$ cat src/rtl/cpu_reset_pkg.sv
// cpu_reset_pkg
//   Shared definitions for the CPU reset sequencer: the sequencer state
//   encoding and the sizing helper for its shared stability/delay counter.
package cpu_reset_pkg;

   typedef enum logic [1:0] {
      WAIT_LOCK = 2'd0,
      PO_REL    = 2'd1,
      RUN       = 2'd2,
      SOFT      = 2'd3
   } rst_state_e;

   // Width of a counter that must reach max(a, b) - 1; never narrower than 1 bit.
   function automatic int unsigned cnt_width(input int unsigned a, input int unsigned b);
      int unsigned m;
      m = (a > b) ? a : b;
      return (m <= 1) ? 1 : $clog2(m);
   endfunction

endpackage

$ cat src/rtl/cpu_rst_sync.sv
// cpu_rst_sync
//   SYNC_STAGES-deep flop chain bringing an asynchronous level into the
//   clk domain. All stages reset to 0, so the output reads "not locked"
//   until the input has been sampled high through the whole chain.
// Ports:
//   clk    - destination clock
//   rst_n  - asynchronous active-low reset
//   d      - asynchronous input level
//   q      - synchronized level (latency SYNC_STAGES cycles)
module cpu_rst_sync #(
   parameter int unsigned SYNC_STAGES = 2
) (
   input  logic clk,
   input  logic rst_n,
   input  logic d,
   output logic q
);

   logic [SYNC_STAGES-1:0] sync_q;
   logic [SYNC_STAGES-1:0] sync_d;

   always_comb begin
      sync_d = {sync_q[SYNC_STAGES-2:0], d};
   end

   always_ff @(posedge clk or negedge rst_n) begin
      if (!rst_n) begin
         sync_q <= '0;
      end else begin
         sync_q <= sync_d;
      end
   end

   assign q = sync_q[SYNC_STAGES-1];

endmodule

$ cat src/rtl/cpu_reset_seq.sv
// cpu_reset_seq
//   Lock-qualified reset sequencer for the Cortex-M core, clocked by clk_cpu
//   from clk_select. Holds the core in reset until the synchronized lock flag
//   has been stable for LOCK_STABLE_CYCLES, releases poresetn, then hresetn
//   PO_TO_SYS_CYCLES later. Any lock loss after the first release drops both
//   resets and is recorded in a sticky flag and a saturating counter.
// Ports:
//   clk_cpu          - sole clock
//   resetn           - asynchronous active-low reset
//   locked           - lock flag from clk_select (asynchronous)
//   soft_reset_req   - one-cycle request for a system-only reset (RUN only)
//   clear_status     - one-cycle clear of the lock-loss status
//   poresetn         - core power-on reset, active-low
//   hresetn          - core/bus system reset, active-low
//   cpu_ready        - high only in RUN
//   lock_lost_sticky - set on any lock loss after the first release
//   lock_loss_cnt    - saturating count of lock-loss events
module cpu_reset_seq
   import cpu_reset_pkg::*;
#(
   parameter int unsigned LOCK_STABLE_CYCLES = 1024,
   parameter int unsigned PO_TO_SYS_CYCLES   = 16,
   parameter int unsigned LOSS_CNT_W         = 8,
   parameter int unsigned SYNC_STAGES        = 2
) (
   input  logic                  clk_cpu,
   input  logic                  resetn,
   input  logic                  locked,
   input  logic                  soft_reset_req,
   input  logic                  clear_status,
   output logic                  poresetn,
   output logic                  hresetn,
   output logic                  cpu_ready,
   output logic                  lock_lost_sticky,
   output logic [LOSS_CNT_W-1:0] lock_loss_cnt
);

   localparam int unsigned CNT_W = cnt_width(LOCK_STABLE_CYCLES, PO_TO_SYS_CYCLES);
   localparam logic [CNT_W-1:0] STABLE_LAST = CNT_W'(LOCK_STABLE_CYCLES - 1);
   localparam logic [CNT_W-1:0] DELAY_LAST  = CNT_W'(PO_TO_SYS_CYCLES - 1);

   logic                  locked_s;

   rst_state_e            state_q, state_d;
   logic [CNT_W-1:0]      cnt_q, cnt_d;
   logic                  poresetn_q, poresetn_d;
   logic                  hresetn_q, hresetn_d;
   logic                  cpu_ready_q, cpu_ready_d;
   logic                  sticky_q, sticky_d;
   logic [LOSS_CNT_W-1:0] loss_cnt_q, loss_cnt_d;

   logic                  loss_evt;
   logic                  sticky_base;
   logic [LOSS_CNT_W-1:0] loss_base;

   cpu_rst_sync #(
      .SYNC_STAGES(SYNC_STAGES)
   ) u_lock_sync (
      .clk   (clk_cpu),
      .rst_n (resetn),
      .d     (locked),
      .q     (locked_s)
   );

   // Next state and shared counter. Lock loss outside WAIT_LOCK overrides
   // every other transition, including a pending soft reset request.
   always_comb begin
      state_d  = state_q;
      cnt_d    = cnt_q;
      loss_evt = 1'b0;

      if (state_q != WAIT_LOCK && !locked_s) begin
         loss_evt = 1'b1;
         state_d  = WAIT_LOCK;
         cnt_d    = '0;
      end else begin
         unique case (state_q)
            WAIT_LOCK: begin
               if (!locked_s) begin
                  cnt_d = '0;
               end else if (cnt_q == STABLE_LAST) begin
                  state_d = PO_REL;
                  cnt_d   = '0;
               end else begin
                  cnt_d = cnt_q + CNT_W'(1);
               end
            end
            PO_REL, SOFT: begin
               if (cnt_q == DELAY_LAST) begin
                  state_d = RUN;
                  cnt_d   = '0;
               end else begin
                  cnt_d = cnt_q + CNT_W'(1);
               end
            end
            RUN: begin
               if (soft_reset_req) begin
                  state_d = SOFT;
                  cnt_d   = '0;
               end
            end
            default: begin
               state_d = WAIT_LOCK;
               cnt_d   = '0;
            end
         endcase
      end
   end

   // Outputs follow the current state through one register stage, so a
   // transition shows up one cycle after the edge that decided it.
   always_comb begin
      poresetn_d  = (state_q != WAIT_LOCK);
      hresetn_d   = (state_q == RUN);
      cpu_ready_d = (state_q == RUN);
   end

   // Clear is applied first and a same-cycle loss then increments from the
   // cleared value, so a coincident clear and loss leaves cnt=1, sticky=1.
   always_comb begin
      sticky_base = clear_status ? 1'b0 : sticky_q;
      loss_base   = clear_status ? '0 : loss_cnt_q;
      sticky_d    = sticky_base;
      loss_cnt_d  = loss_base;
      if (loss_evt) begin
         sticky_d = 1'b1;
         if (loss_base != '1) begin
            loss_cnt_d = loss_base + LOSS_CNT_W'(1);
         end
      end
   end

   always_ff @(posedge clk_cpu or negedge resetn) begin
      if (!resetn) begin
         state_q     <= WAIT_LOCK;
         cnt_q       <= '0;
         poresetn_q  <= 1'b0;
         hresetn_q   <= 1'b0;
         cpu_ready_q <= 1'b0;
         sticky_q    <= 1'b0;
         loss_cnt_q  <= '0;
      end else begin
         state_q     <= state_d;
         cnt_q       <= cnt_d;
         poresetn_q  <= poresetn_d;
         hresetn_q   <= hresetn_d;
         cpu_ready_q <= cpu_ready_d;
         sticky_q    <= sticky_d;
         loss_cnt_q  <= loss_cnt_d;
      end
   end

   assign poresetn         = poresetn_q;
   assign hresetn          = hresetn_q;
   assign cpu_ready        = cpu_ready_q;
   assign lock_lost_sticky = sticky_q;
   assign lock_loss_cnt    = loss_cnt_q;

endmodule

$ cat config.mk
export PLATFORM = sky130hd
export DESIGN_NAME = cpu_reset_seq
export DESIGN_NICKNAME = d
export VERILOG_FILES = /design/src/rtl/cpu_reset_pkg.sv /design/src/rtl/cpu_rst_sync.sv /design/src/rtl/cpu_reset_seq.sv
export SDC_FILE = /design/constraint.sdc
export NUM_CORES = 1
export LEC_CHECK = 0
export CAP_MARGIN = 20
export CORE_MARGIN = 2
export CORE_UTILIZATION = 40
export DETAILED_ROUTE_END_ITERATION = 16
export DONT_BUFFER_PORTS = 1
export GPL_TIMING_DRIVEN = 0
export PLACE_DENSITY_LB_ADDON = 0.05
export REMOVE_ABC_BUFFERS = 1
export SLEW_MARGIN = 20
export SYNTH_ARGS = -nofsm -noshare
export SYNTH_HDL_FRONTEND = slang
export SYNTH_SLANG_ARGS = --single-unit
$ cat constraint.sdc
create_clock -name clk_cpu -period 1.8 [get_ports clk_cpu]
set_input_delay 0.54 -clock clk_cpu [delete_from_list [all_inputs] [get_ports clk_cpu]]
set_output_delay 0.54 -clock clk_cpu [all_outputs]
set_load 0.02 [all_outputs]
==> flow_metrics.tcl <==
set metrics [dict create \
    status "finished clean" \
    worst_r2r_path_depth 6 \
    drt_antenna_net_count 0 \
    worst_hold_path.num_cells 0 \
    routed-via-count 906 \
    tritoncts "done" \
    synth_seq_area_share_pct 49.9 \
    part_of_the_power_in_combinational_logic_pct 13.6 \
    max-vdd-ir-drop_mv 0.705 \
    routedWlPerCell_um 14.4 \
    cpPeakStageDelay_ns 0.46 \
    final_hold_viol_count 0 \
    power.sequential.fraction_pct 62.9 \
    grt_max_degree 26 \
    yosys.cell_count.top_type "sky130_fd_sc_hd__dfrtp_1" \
    maxSlewHeadroom_pct 44.7 \
    yosysTopAreaCellShare_pct 49.9 \
    start_kind "register" \
    synth_area_per_inst_um2 10.5 \
    fp.coreArea_um2 3030 \
    drv.max_cap_violation_count 0 \
    multi_input_comb_area_um2 614 \
    rows 20 \
    totalPowerFinal_mw 1.05 \
    r2r_end "cnt_q[3]" \
    groute.usage.overall_pct 14.9 \
    critical_path_arrival_ns 1.98 \
    synthTopCellsByCount "25 x sky130_fd_sc_hd__dfrtp_1, 10 x sky130_fd_sc_hd__nand2_1, 9 x sky130_fd_sc_hd__nor2_1" \
    pwrdens_nw_per_um2 751 \
    final_min_period_over_clock_period_pct 96.2 \
    hpwlAfterDp_mm 1.68 \
    post-route-min-period_ns 1.73 \
    min_path_type "in -> reg" \
    regToRegStartpoint "cnt_q[0]" \
    buffer_ports.inserted 0 \
    grt_overflow 0 \
    grt_antenna_before_repair 0 \
    holdPathEnd "u_lock_sync.sync_q[0]" \
    finalClockSkew_ns 0.0102 \
    grt_pass1_vias 841 \
    critical-path-slowest-cell "sky130_fd_sc_hd__dfrtp_2" \
    cts_made_buffers 3 \
    first_iter_violations 73 \
    cpLargestDelayFamily "compound AO/OA/AOI/OAI gates" \
    synth_enable_flop_cells 0 \
    tritoncts_num_sinks 25 \
    timing_max_transition_violations_final 0 \
    clock_path_buffers 2 \
    synthesis.area_um2 1250 \
    synth.ff_latch_count 25 \
    post_layout_nonfiller_instances 169 \
    floorplan.initialDensity_pct 41.4 \
    drt_first_pass_iters 4 \
    timing_worst_slew_pin_value_ns 0.818 \
    antenna-diode-count 0 \
    fmaxAchievable_ghz 0.578 \
    floorplan.die_area_um2 3600 \
    nets 133 \
    final-seq-area_um2 634 \
    drc_violations_left 0 \
    cell_internal_pwr_mw 0.769 \
    p_switching_mw 0.277 \
    post_placement_cell_count 160 \
    cells_along_the_critical_path "ha_1 -> and3_2 -> a31oi_4 -> a21o_4 -> a41oi_1 -> a31oi_1" \
    crit_required_ns 2.05 \
    switching_fraction_of_total_power_pct 26.5 \
    setup.worst_path.class "reg -> reg" \
    place.gp.congestion 0.768 \
    die_width_um 60.0 \
    first_pass_grt_wire_length_mm 3.97 \
    ys_warn_count 0 \
    setup_viol 0 \
    yosys.cell_types.count 39 \
    top_level_pins 17 \
    critical_path_peak_fanout 11 \
    chipHeight_um 60.0 \
    vias_per_cell 5.36 \
    post-synth-top-area-cell "sky130_fd_sc_hd__dfrtp_1" \
    clk-insertion-delay-late_ns 0.31 \
    setup.worst_path.end_class "register" \
    power.static_leakage_nw 0.608 \
    layout-drive-gt1-share_pct 19.2 \
    htree_levels 1 \
    top_area_cells_in_the_synthesized_netlist "sky130_fd_sc_hd__dfrtp_1 50%, sky130_fd_sc_hd__nand2_1 3.0%, sky130_fd_sc_hd__nand3_1 2.8%" \
    syn2layout_area_growth_pct 11.1 \
    cts-root-buf "sky130_fd_sc_hd__clkbuf_4" \
    detail_route.wirelength_mm 2.44 \
    holdCritStartpoint "locked" \
    cts.reportedPaths.clkPinSlew_ns 0.13 \
    critPathBufInv 0 \
    fillerInstances 291 \
    finish.utilization_pct 46.0 \
    r2r_setup_slack_ns 0.07 \
    clkPwrFrac_pct 23.5 \
    async_reset_ff_share_pct 100 \
    synthesis.instances 120 \
    ys_dominant_reg_cell "sky130_fd_sc_hd__dfrtp_1" \
]
metrics by stage:
step                hold slack, ns  cell area [um2]  setup slack, ns  TNS [ns]
global route                 0.206             1390          -0.0170   -0.0202
CTS                        0.00492             1330           0.0180         0
global placement             0.245             1280          -0.0108   -0.0108
finish                       0.244             1390           0.0689         0
detailed placement           0.245             1280          -0.0283   -0.0283
floorplan                    0.244             1220            0.145         0
layout by cell type, fill, tap and decap left out, types with 4 or more instances in the layout:
cell type                 instances
sky130_fd_sc_hd__dfrtp_1         18
sky130_fd_sc_hd__nand2_1         10
sky130_fd_sc_hd__nor2_1           9
sky130_fd_sc_hd__nand3_1          7
sky130_fd_sc_hd__dfrtp_2          7
sky130_fd_sc_hd__a21oi_1          6
sky130_fd_sc_hd__nand4_1          5
sky130_fd_sc_hd__and3_1           4
sky130_fd_sc_hd__xor2_1           4
sky130_fd_sc_hd__a31oi_1          4
worst register-to-register path, cell delays in order, from the launching register on:
cell and delay, ns:
sky130_fd_sc_hd__dfrtp_2 0.46, sky130_fd_sc_hd__ha_1 0.23, sky130_fd_sc_hd__and3_2 0.29, sky130_fd_sc_hd__a31oi_4 0.18, sky130_fd_sc_hd__a21o_4 0.21, sky130_fd_sc_hd__a41oi_1 0.13, sky130_fd_sc_hd__a31oi_1 0.16
cells by family (layout without fill, tap and decap cells):
family                     after synthesis  in the layout  synth area share (%)
AOI/OAI and AO/OA                       26             26                  16.2
and+or+nand+nor                         52             52                  22.8
adders and majority gates                2              2                  1.99
xor gates and xnor gates                 7              7                  4.89
DFF                                     25             25                  49.9
muxes                                    1              1                 0.897
buffers and inverters                    7             12                  3.39
power groups by stage:
stage,logic (mW),clock network [mW],registers (mW)
2_1_floorplan,0.0788,0,0.659
3_3_place_gp,0.0902,0,0.670
3_5_place_dp,0.0926,0,0.671
4_1_cts,0.111,0.261,0.660
5_1_grt,0.159,0.289,0.668
6_report,0.142,0.246,0.659
cell type report:
| class | instances | area share (%) |
|---|---|---|
| clock buffers | 4 | 1.89 |
| inverters | 3 | 0.808 |
| flip-flops and latches | 25 | 45.5 |
| well taps | 44 | 3.95 |
| multi-input cells | 88 | 44.1 |
| repair buffers | 5 | 3.77 |
flip-flops by register name, summed over array words and instances (netlist names):
register	flops
state_q	2
lock_lost_sticky	1
lock_loss_cnt	8
u_lock_sync.sync_q	2
poresetn	1
cpu_ready	1
cnt_q	10
worst max path at each step:
stage,start,end,slack [ns],cells after the start
CTS,lock_loss_cnt[2],lock_loss_cnt[1],0.02,5
finish,cnt_q[0],cnt_q[3],0.07,6
global placement,cnt_q[0],cnt_q[3],-0.01,6
detailed placement,cnt_q[0],cnt_q[3],-0.03,6
global route,cnt_q[0],cnt_q[3],-0.02,6
floorplan,clear_status,lock_loss_cnt[6],0.15,5
routing by layer:
layer  up-vias  global-route usage (%)  routed length, um
li1        452                       -                  -
met1       439                    20.2               1180
met2        13                    22.7               1130
met3         2                    5.84                110
met4         0                    2.86                 21
met5         -                       0                  0
timing repair:
item / in CTS / in global routing
endpoints found under the setup margin: 2 / 6
gates resized for setup: 2 / 11
hold endpoints to repair: 25 / 13
hold buffers: 1 / 1
setup buffers: 0 / 3
pin swaps: 0 / 1
Note: power is estimated with default switching activity, not from simulation.
